## src/rtl/fx_alu_pkg.sv

```systemverilog
// Shared types and sign-magnitude helpers for the sequential fixed-point ALU.
// Helpers operate on a 64-bit container so that any WIDTH up to 64 can use them.
package fx_alu_pkg;

    typedef enum logic [1:0] {
        OP_ADD = 2'b00,
        OP_MUL = 2'b01,
        OP_DIV = 2'b10,
        OP_SUB = 2'b11
    } opcode_e;

    typedef enum logic [1:0] {
        S_IDLE,
        S_EXEC,
        S_DIV_RUN,
        S_DONE
    } state_e;

    localparam int MAX_WIDTH = 64;

    function automatic logic signOf(input logic [MAX_WIDTH-1:0] word, input int width);
        return word[width-1];
    endfunction

    function automatic logic [MAX_WIDTH-1:0] magOf(input logic [MAX_WIDTH-1:0] word, input int width);
        return word & ((64'd1 << (width - 1)) - 64'd1);
    endfunction

    // A zero magnitude always packs with a positive sign, so -0 can never leave the unit.
    function automatic logic [MAX_WIDTH-1:0] packSm(input logic sign,
                                                    input logic [MAX_WIDTH-1:0] mag,
                                                    input int width);
        logic [MAX_WIDTH-1:0] m;
        m = magOf(mag, width);
        return m | (64'(sign && (m != '0)) << (width - 1));
    endfunction

endpackage

```

## src/rtl/fx_div_iter.sv

```systemverilog
// Iterative restoring divider: (dividend << FRAC) / divisor, one quotient bit per clock.
// done_o is high during the cycle whose closing edge performs the final iteration.
module fx_div_iter
    import fx_alu_pkg::*;
#(
    parameter int WIDTH = 32,
    parameter int FRAC  = 23
) (
    input  logic                    clk,
    input  logic                    rst_n,
    input  logic                    start_i,
    input  logic [WIDTH-2:0]        dividend_i,
    input  logic [WIDTH-2:0]        divisor_i,
    output logic                    done_o,
    output logic [WIDTH-2+FRAC:0]   quotient_o
);
    localparam int MW        = WIDTH - 1;
    localparam int DIV_ITERS = WIDTH - 1 + FRAC;
    localparam int CW        = $clog2(DIV_ITERS);

    logic                 running_q;
    logic [CW-1:0]        iter_q;
    logic [MW-1:0]        rem_q;
    logic [MW-1:0]        divisor_q;
    logic [DIV_ITERS-1:0] dq_q;

    logic [MW:0]          trial;
    logic                 fits;
    logic [MW-1:0]        rem_d;

    // The remainder stays below the divisor, so the difference always fits in MW bits.
    always_comb begin
        trial = {rem_q, dq_q[DIV_ITERS-1]};
        fits  = (trial >= {1'b0, divisor_q});
        rem_d = fits ? (trial[MW-1:0] - divisor_q) : trial[MW-1:0];
    end

    assign done_o     = running_q && (iter_q == CW'(DIV_ITERS - 1));
    assign quotient_o = dq_q;

    // Dividend bits shift out of the top of dq_q while quotient bits shift in at the bottom.
    always_ff @(posedge clk or negedge rst_n) begin
        if (!rst_n) begin
            running_q <= 1'b0;
            iter_q    <= '0;
            rem_q     <= '0;
            divisor_q <= '0;
            dq_q      <= '0;
        end else if (start_i) begin
            running_q <= 1'b1;
            iter_q    <= '0;
            rem_q     <= '0;
            divisor_q <= divisor_i;
            dq_q      <= {dividend_i, {FRAC{1'b0}}};
        end else if (running_q) begin
            rem_q <= rem_d;
            dq_q  <= {dq_q[DIV_ITERS-2:0], fits};
            if (done_o) begin
                running_q <= 1'b0;
            end else begin
                iter_q <= iter_q + CW'(1);
            end
        end
    end

endmodule

```

## src/rtl/fx_alu_seq.sv

```systemverilog
// Sequential sign-magnitude Qm.FRAC ALU (add/sub/mul/div) with start/busy/done handshake.
// Define FX_SAT_EN to clamp overflowing magnitudes to all-ones instead of wrapping.
module fx_alu_seq
    import fx_alu_pkg::*;
#(
    parameter int WIDTH = 32,
    parameter int FRAC  = 23
) (
    input  logic             clk,
    input  logic             rst_n,
    input  logic             start,
    input  logic [1:0]       opcode,
    input  logic [WIDTH-1:0] a,
    input  logic [WIDTH-1:0] b,
    output logic             busy,
    output logic             done,
    output logic [WIDTH-1:0] c,
    output logic             ovf,
    output logic             dz
);
    localparam int MW        = WIDTH - 1;
    localparam int DIV_ITERS = WIDTH - 1 + FRAC;
    localparam int PW        = 2 * MW;
`ifdef FX_SAT_EN
    localparam bit SAT_EN = 1'b1;
`else
    localparam bit SAT_EN = 1'b0;
`endif

    state_e           state_q;
    opcode_e          op_q;
    logic             aSign_q, bSign_q;
    logic [MW-1:0]    aMag_q, bMag_q;
    logic             resSign_q, resOvf_q, resDz_q;
    logic [MW-1:0]    resMag_q;
    logic [WIDTH-1:0] c_q;
    logic             ovf_q, dz_q, done_q, busy_q;

    logic             inSignA, inSignB;
    logic [MW-1:0]    inMagA, inMagB;
    logic             accept, divStart, divLast;
    logic [DIV_ITERS-1:0] quotient;

    logic             bSignEff, addSign, addOvf, mulOvf, divOvf;
    logic [MW:0]      addWide;
    logic [PW-1:0]    product;
    logic             execSign, execOvf, execDz;
    logic [MW-1:0]    execMag;
    logic             doneSign, doneOvf, doneDz;
    logic [MW-1:0]    doneMag;
    logic [WIDTH-1:0] doneC;

    function automatic logic [MW-1:0] fitMag(input logic [MW-1:0] low, input logic over);
        return (SAT_EN && over) ? '1 : low;
    endfunction

    assign inSignA = signOf(64'(a), WIDTH);
    assign inSignB = signOf(64'(b), WIDTH);
    assign inMagA  = MW'(magOf(64'(a), WIDTH));
    assign inMagB  = MW'(magOf(64'(b), WIDTH));

    // A start arriving while the done pulse is still out is dropped, as if the unit were busy.
    assign accept   = (state_q == S_IDLE) && start && !done_q;
    assign divStart = accept && (opcode_e'(opcode) == OP_DIV) && (inMagB != '0);

    fx_div_iter #(
        .WIDTH (WIDTH),
        .FRAC  (FRAC)
    ) uDiv (
        .clk        (clk),
        .rst_n      (rst_n),
        .start_i    (divStart),
        .dividend_i (inMagA),
        .divisor_i  (inMagB),
        .done_o     (divLast),
        .quotient_o (quotient)
    );

    // Single-cycle paths: add/sub share one signed-magnitude adder; div-by-zero is a constant.
    always_comb begin
        bSignEff = (op_q == OP_SUB) ? ~bSign_q : bSign_q;
        addSign  = aSign_q;
        if (aSign_q == bSignEff) begin
            addWide = {1'b0, aMag_q} + {1'b0, bMag_q};
        end else if (aMag_q >= bMag_q) begin
            addWide = {1'b0, aMag_q - bMag_q};
        end else begin
            addWide = {1'b0, bMag_q - aMag_q};
            addSign = bSignEff;
        end
        addOvf  = addWide[MW];
        product = PW'(aMag_q) * PW'(bMag_q);
        mulOvf  = |product[PW-1:MW+FRAC];

        execSign = aSign_q ^ bSign_q;
        execOvf  = 1'b0;
        execDz   = 1'b0;
        execMag  = '1;
        case (op_q)
            OP_ADD, OP_SUB: begin
                execSign = addSign;
                execOvf  = addOvf;
                execMag  = fitMag(addWide[MW-1:0], addOvf);
            end
            OP_MUL: begin
                execOvf = mulOvf;
                execMag = fitMag(product[MW+FRAC-1:FRAC], mulOvf);
            end
            default: begin
                execDz = 1'b1;
            end
        endcase
    end

    always_comb begin
        divOvf = |quotient[DIV_ITERS-1:MW];
        if (op_q == OP_DIV && !resDz_q) begin
            doneSign = aSign_q ^ bSign_q;
            doneMag  = fitMag(quotient[MW-1:0], divOvf);
            doneOvf  = divOvf;
            doneDz   = 1'b0;
        end else begin
            doneSign = resSign_q;
            doneMag  = resMag_q;
            doneOvf  = resOvf_q;
            doneDz   = resDz_q;
        end
        doneC = WIDTH'(packSm(doneSign, 64'(doneMag), WIDTH));
    end

    always_ff @(posedge clk or negedge rst_n) begin
        if (!rst_n) begin
            state_q   <= S_IDLE;
            op_q      <= OP_ADD;
            aSign_q   <= 1'b0;
            bSign_q   <= 1'b0;
            aMag_q    <= '0;
            bMag_q    <= '0;
            resSign_q <= 1'b0;
            resMag_q  <= '0;
            resOvf_q  <= 1'b0;
            resDz_q   <= 1'b0;
            c_q       <= '0;
            ovf_q     <= 1'b0;
            dz_q      <= 1'b0;
            done_q    <= 1'b0;
            busy_q    <= 1'b0;
        end else begin
            done_q <= 1'b0;
            case (state_q)
                S_IDLE: begin
                    busy_q <= accept;
                    if (accept) begin
                        op_q    <= opcode_e'(opcode);
                        aSign_q <= inSignA;
                        bSign_q <= inSignB;
                        aMag_q  <= inMagA;
                        bMag_q  <= inMagB;
                        resDz_q <= 1'b0;
                        state_q <= divStart ? S_DIV_RUN : S_EXEC;
                    end
                end
                S_EXEC: begin
                    resSign_q <= execSign;
                    resMag_q  <= execMag;
                    resOvf_q  <= execOvf;
                    resDz_q   <= execDz;
                    state_q   <= S_DONE;
                end
                S_DIV_RUN: begin
                    if (divLast) begin
                        state_q <= S_DONE;
                    end
                end
                S_DONE: begin
                    c_q     <= doneC;
                    ovf_q   <= doneOvf;
                    dz_q    <= doneDz;
                    done_q  <= 1'b1;
                    state_q <= S_IDLE;
                end
                default: state_q <= S_IDLE;
            endcase
        end
    end

    assign busy = busy_q;
    assign done = done_q;
    assign c    = c_q;
    assign ovf  = ovf_q;
    assign dz   = dz_q;

endmodule

```

## config.mk

```make
export PLATFORM = sky130hd
export DESIGN_NAME = fx_alu_seq
export DESIGN_NICKNAME = d
export VERILOG_FILES = /design/src/rtl/fx_alu_pkg.sv /design/src/rtl/fx_div_iter.sv /design/src/rtl/fx_alu_seq.sv
export SDC_FILE = /design/constraint.sdc
export NUM_CORES = 2
export LEC_CHECK = 0
export CAP_MARGIN = 20
export CORE_MARGIN = 3
export CORE_UTILIZATION = 60
export DETAILED_ROUTE_END_ITERATION = 6
export PLACE_DENSITY = 0.77
export SLEW_MARGIN = 20
export SYNTH_ARGS = -nofsm -noshare
export SYNTH_HDL_FRONTEND = slang
export SYNTH_HIERARCHICAL = 1
export SYNTH_SLANG_ARGS = --single-unit
```

## constraint.sdc

```tcl
create_clock -name clk -period 8.62 [get_ports clk]
set_clock_uncertainty 0.2 [all_clocks]
set_input_delay 1.724 -clock clk [delete_from_list [all_inputs] [get_ports clk]]
set_output_delay 1.724 -clock clk [all_outputs]
set_load 0.02 [all_outputs]
```

==> run summary <==
outcome = complete, no violations
worst skew pair latency = 650 ps
drt first-iter violations = 4451
ys async rst share = 100.0%
NumNets Final = 6833
min-delay worst type = flip-flop to flip-flop
reg2reg path depth = 25
final hold violations = 0
Worst Path Buf+Inv = 5
Vert. Die Dim = 287.9 um
crit end category = flip-flop
worst vdd ir = 0.0001582 V
Worst R2R End = resMag_q[25]
die footprint = 0.08290 mm^2
Hold Path End = c[31]
internal power = 2.116 mW
Fmax = 119.1 MHz
Avg Cell Area, Syn = 8.792 um^2
worst rel slew slack = 21.70%
Net Count, Synth = 6719
placed cell area = 0.05140 mm^2
first-pass GRT wire length = 271900 um
initial antenna violation count = 8
vias in the first global route = 43424
Worst Tran Pin Value = 1174 ps
Synth Warn # = 6
Fillers = 6352
wire per inst = 27.42 um
clock slew at reported path FFs = 70 ps
most frequent cells in the layout = inv_1 (899), fa_1 (839), nor2_1 (726)
min-delay src = c[31]
CP startpoint kind = flip-flop
most used cell, CP = fa_1
r2r setup slk = 220 ps
Initial Util = 61.06%
Comb pwr share = 3.4%
Routed WL = 181200 um
Reg power frac = 43.2%
Worst path max stage delay = 600 ps
fin crit share = 97.43%
hold buffers post-CTS = 0
number of enable flip-flop cells after synthesis = 0
slowest CP cell = fa_1
ratio of cells with drive above 1 in the final layout = 8.952%
leakage power = 25.87 nW
DP HPWL = 146400 um
Data arrival, critical path = 8720 ps
commonest non-fill, non-tap cell in the layout = inv_1
clock power share = 53.5%
fin crit period = 8399 ps
power consumption = 2.836 mW
Core Footprint = 0.07810 mm^2
sequential fraction of the synthesis area = 13.70%
total track usage = 44.71%
TritonCTS Buffers = 31
Netlist cell types = 98
PD cells = 53.81 mW/mm^2
first-pass iteration count of the detailed router = 6
Final Setup Violations = 0
MaxCap Viol Count = 0
grt total ovfl = 0
Mapped Area = 0.04769 mm^2
area share of the largest cell type after synthesis = 35.22%
CP required = 8940 ps
# rows = 102
Die W = 287.9 um
Final Max Slew Viols = 0
Vias/cell = 6.260
DRC errors left = 0
Crit Path Max Fanout = 13
number of nets still failing antenna checks after routing = 0
clk buf depth = 3
post-route cell area = 0.05270 mm^2
CTS tree = yes
Top FF cell, synth = dfrtp_1
Synth area leader = fa_1
switching pwr = 720.1 uW
IO Count = 105
#FFs+latches synth = 261
Syn-to-layout area delta = 10.52%
Vias = 41367
worst hold margin = 311.8 ps
Gate Count Post-Synth = 5424
Routability Congestion = 1.035
pin count of the biggest net entering global routing = 89
number of cells on the worst hold path = 1
pre-CTS setup slack = -8.829 ps
cell family with most CP delay = adder cells
PnR worst setup slack = 221.3 ps
H-tree depth = 1
# port buffers = 104
Num Clock Sinks = 261
critical path class = flip-flop to flip-flop
r2r startpoint = aMag_q[17]
most area-consuming cells after synthesis = fa_1 (35%), dfrtp_1 (14%), ha_1 (10%)
Sw Share = 25.39%
clock root buffer = clkbuf_16
## state kept, by name, summed over array words and instances, names as in the netlist, 2 cells and up
register,cells
bMag_q,31
uDiv/iter_q,6
uDiv/quotient_o,54
state_q,2
uDiv/divisor_q,31
c,32
op_q,2
uDiv/rem_q,31
resMag_q,31
aMag_q,31
## stage by stage
step	TNS (ps)	utilization, %	cells
4_1_cts	0	67.28	6601
6_report	0	67.48	6608
5_1_grt	-40.28	67.46	6603
2_1_floorplan	0	-	5424
3_3_place_gp	0	65.80	6543
3_5_place_dp	-8.829	65.80	6543
## final cells by class
| type | instances | area, um^2 | area share [%] |
|---|---|---|---|
| clock buffer | 36 | 834.6 | 1.583 |
| sequential | 261 | 6536 | 12.40 |
| tap | 1040 | 1301 | 2.469 |
| timing repair buffer | 395 | 3684 | 6.989 |
| multi-input combinational | 3932 | 36580 | 69.40 |
| clock inverter | 22 | 312.8 | 0.5935 |
| inverter | 917 | 3445 | 6.536 |
| antenna | 5 | 12.51 | 0.02374 |
## timing repair
action	in CTS	in global routing
pin swaps	0	5
gates resized for setup	1	29
buffers inserted	0	1
setup endpoints to repair	1	10
## power by group through the flow
stage / Clock [mW] / Sequential (mW) / Combinational, mW
3_3_place_gp: 0 / 1.25 / 0.0951
5_1_grt: 1.57 / 1.22 / 0.0975
4_1_cts: 1.52 / 1.22 / 0.0954
6_report: 1.52 / 1.22 / 0.0955
2_1_floorplan: 0 / 1.25 / 0.00113
3_5_place_dp: 0 / 1.25 / 0.0951
## worst max path at each step
stage | cells after the start | slack (ps) | start | endpoint
2_1_floorplan | 27 | 750 | bMag_q[7] | resMag_q[23]
3_3_place_gp | 30 | 170 | bMag_q[16] | resMag_q[29]
3_5_place_dp | 30 | -9 | bMag_q[16] | resMag_q[29]
4_1_cts | 30 | 20 | bMag_q[16] | resMag_q[29]
5_1_grt | 29 | -40 | bMag_q[5] | resOvf_q
6_report | 25 | 220 | aMag_q[17] | resMag_q[25]
## logic make-up after synthesis
group | count (synthesis) | share of synthesized area [%]
DFF | 261 | 13.70
and+or+nand+nor | 1637 | 14.50
buffers and inverters | 1231 | 9.936
xor gates and xnor gates | 88 | 1.616
AOI/OAI and AO/OA | 799 | 10.85
muxes | 182 | 4.025
adders and majority gates | 1226 | 45.38
## worst reg2reg max path, stage by stage, from the launching register on
cell,delay (ps)
dfrtp_1,420
inv_1,110
buf_6,210
nor2_1,100
fa_1,590
fa_1,460
fa_1,550
inv_1,70
fa_1,470
inv_1,60
fa_1,480
fa_1,600
fa_1,450
fa_1,440
ha_1,420
nand4_1,180
buf_4,170
or4_1,390
o21a_1,210
a21oi_2,190
o21a_1,310
o2111ai_1,220
a21oi_1,220
mux2i_1,90
o31a_1,270
or3b_1,370
## synth_stat cells, types with 43 or more instances
| cell type | number |
|---|---|
| a21oi_1 | 246 |
| nor2_1 | 726 |
| inv_1 | 900 |
| dfrtp_1 | 261 |
| mux2i_1 | 104 |
| xnor2_1 | 52 |
| nand2_1 | 611 |
| mux2_2 | 77 |
| a21o_1 | 72 |
| clkbuf_1 | 235 |
| ha_1 | 387 |
| fa_1 | 839 |
| nand3_1 | 43 |
| nand4_1 | 47 |
| o21ai_0 | 166 |
## metal layers
| layer | vias to the layer above | share of wire [%] | GRT usage [%] |
|---|---|---|---|
| met5 | - | 0.043 | 0 |
| met4 | 12 | 8.5 | 29.14 |
| met3 | 752 | 12 | 13.21 |
| met2 | 2621 | 44 | 68.46 |
| met1 | 20583 | 35 | 55.27 |
| li1 | 17399 | - | - |
No activity file was read; power rests on OpenSTA's default activity.
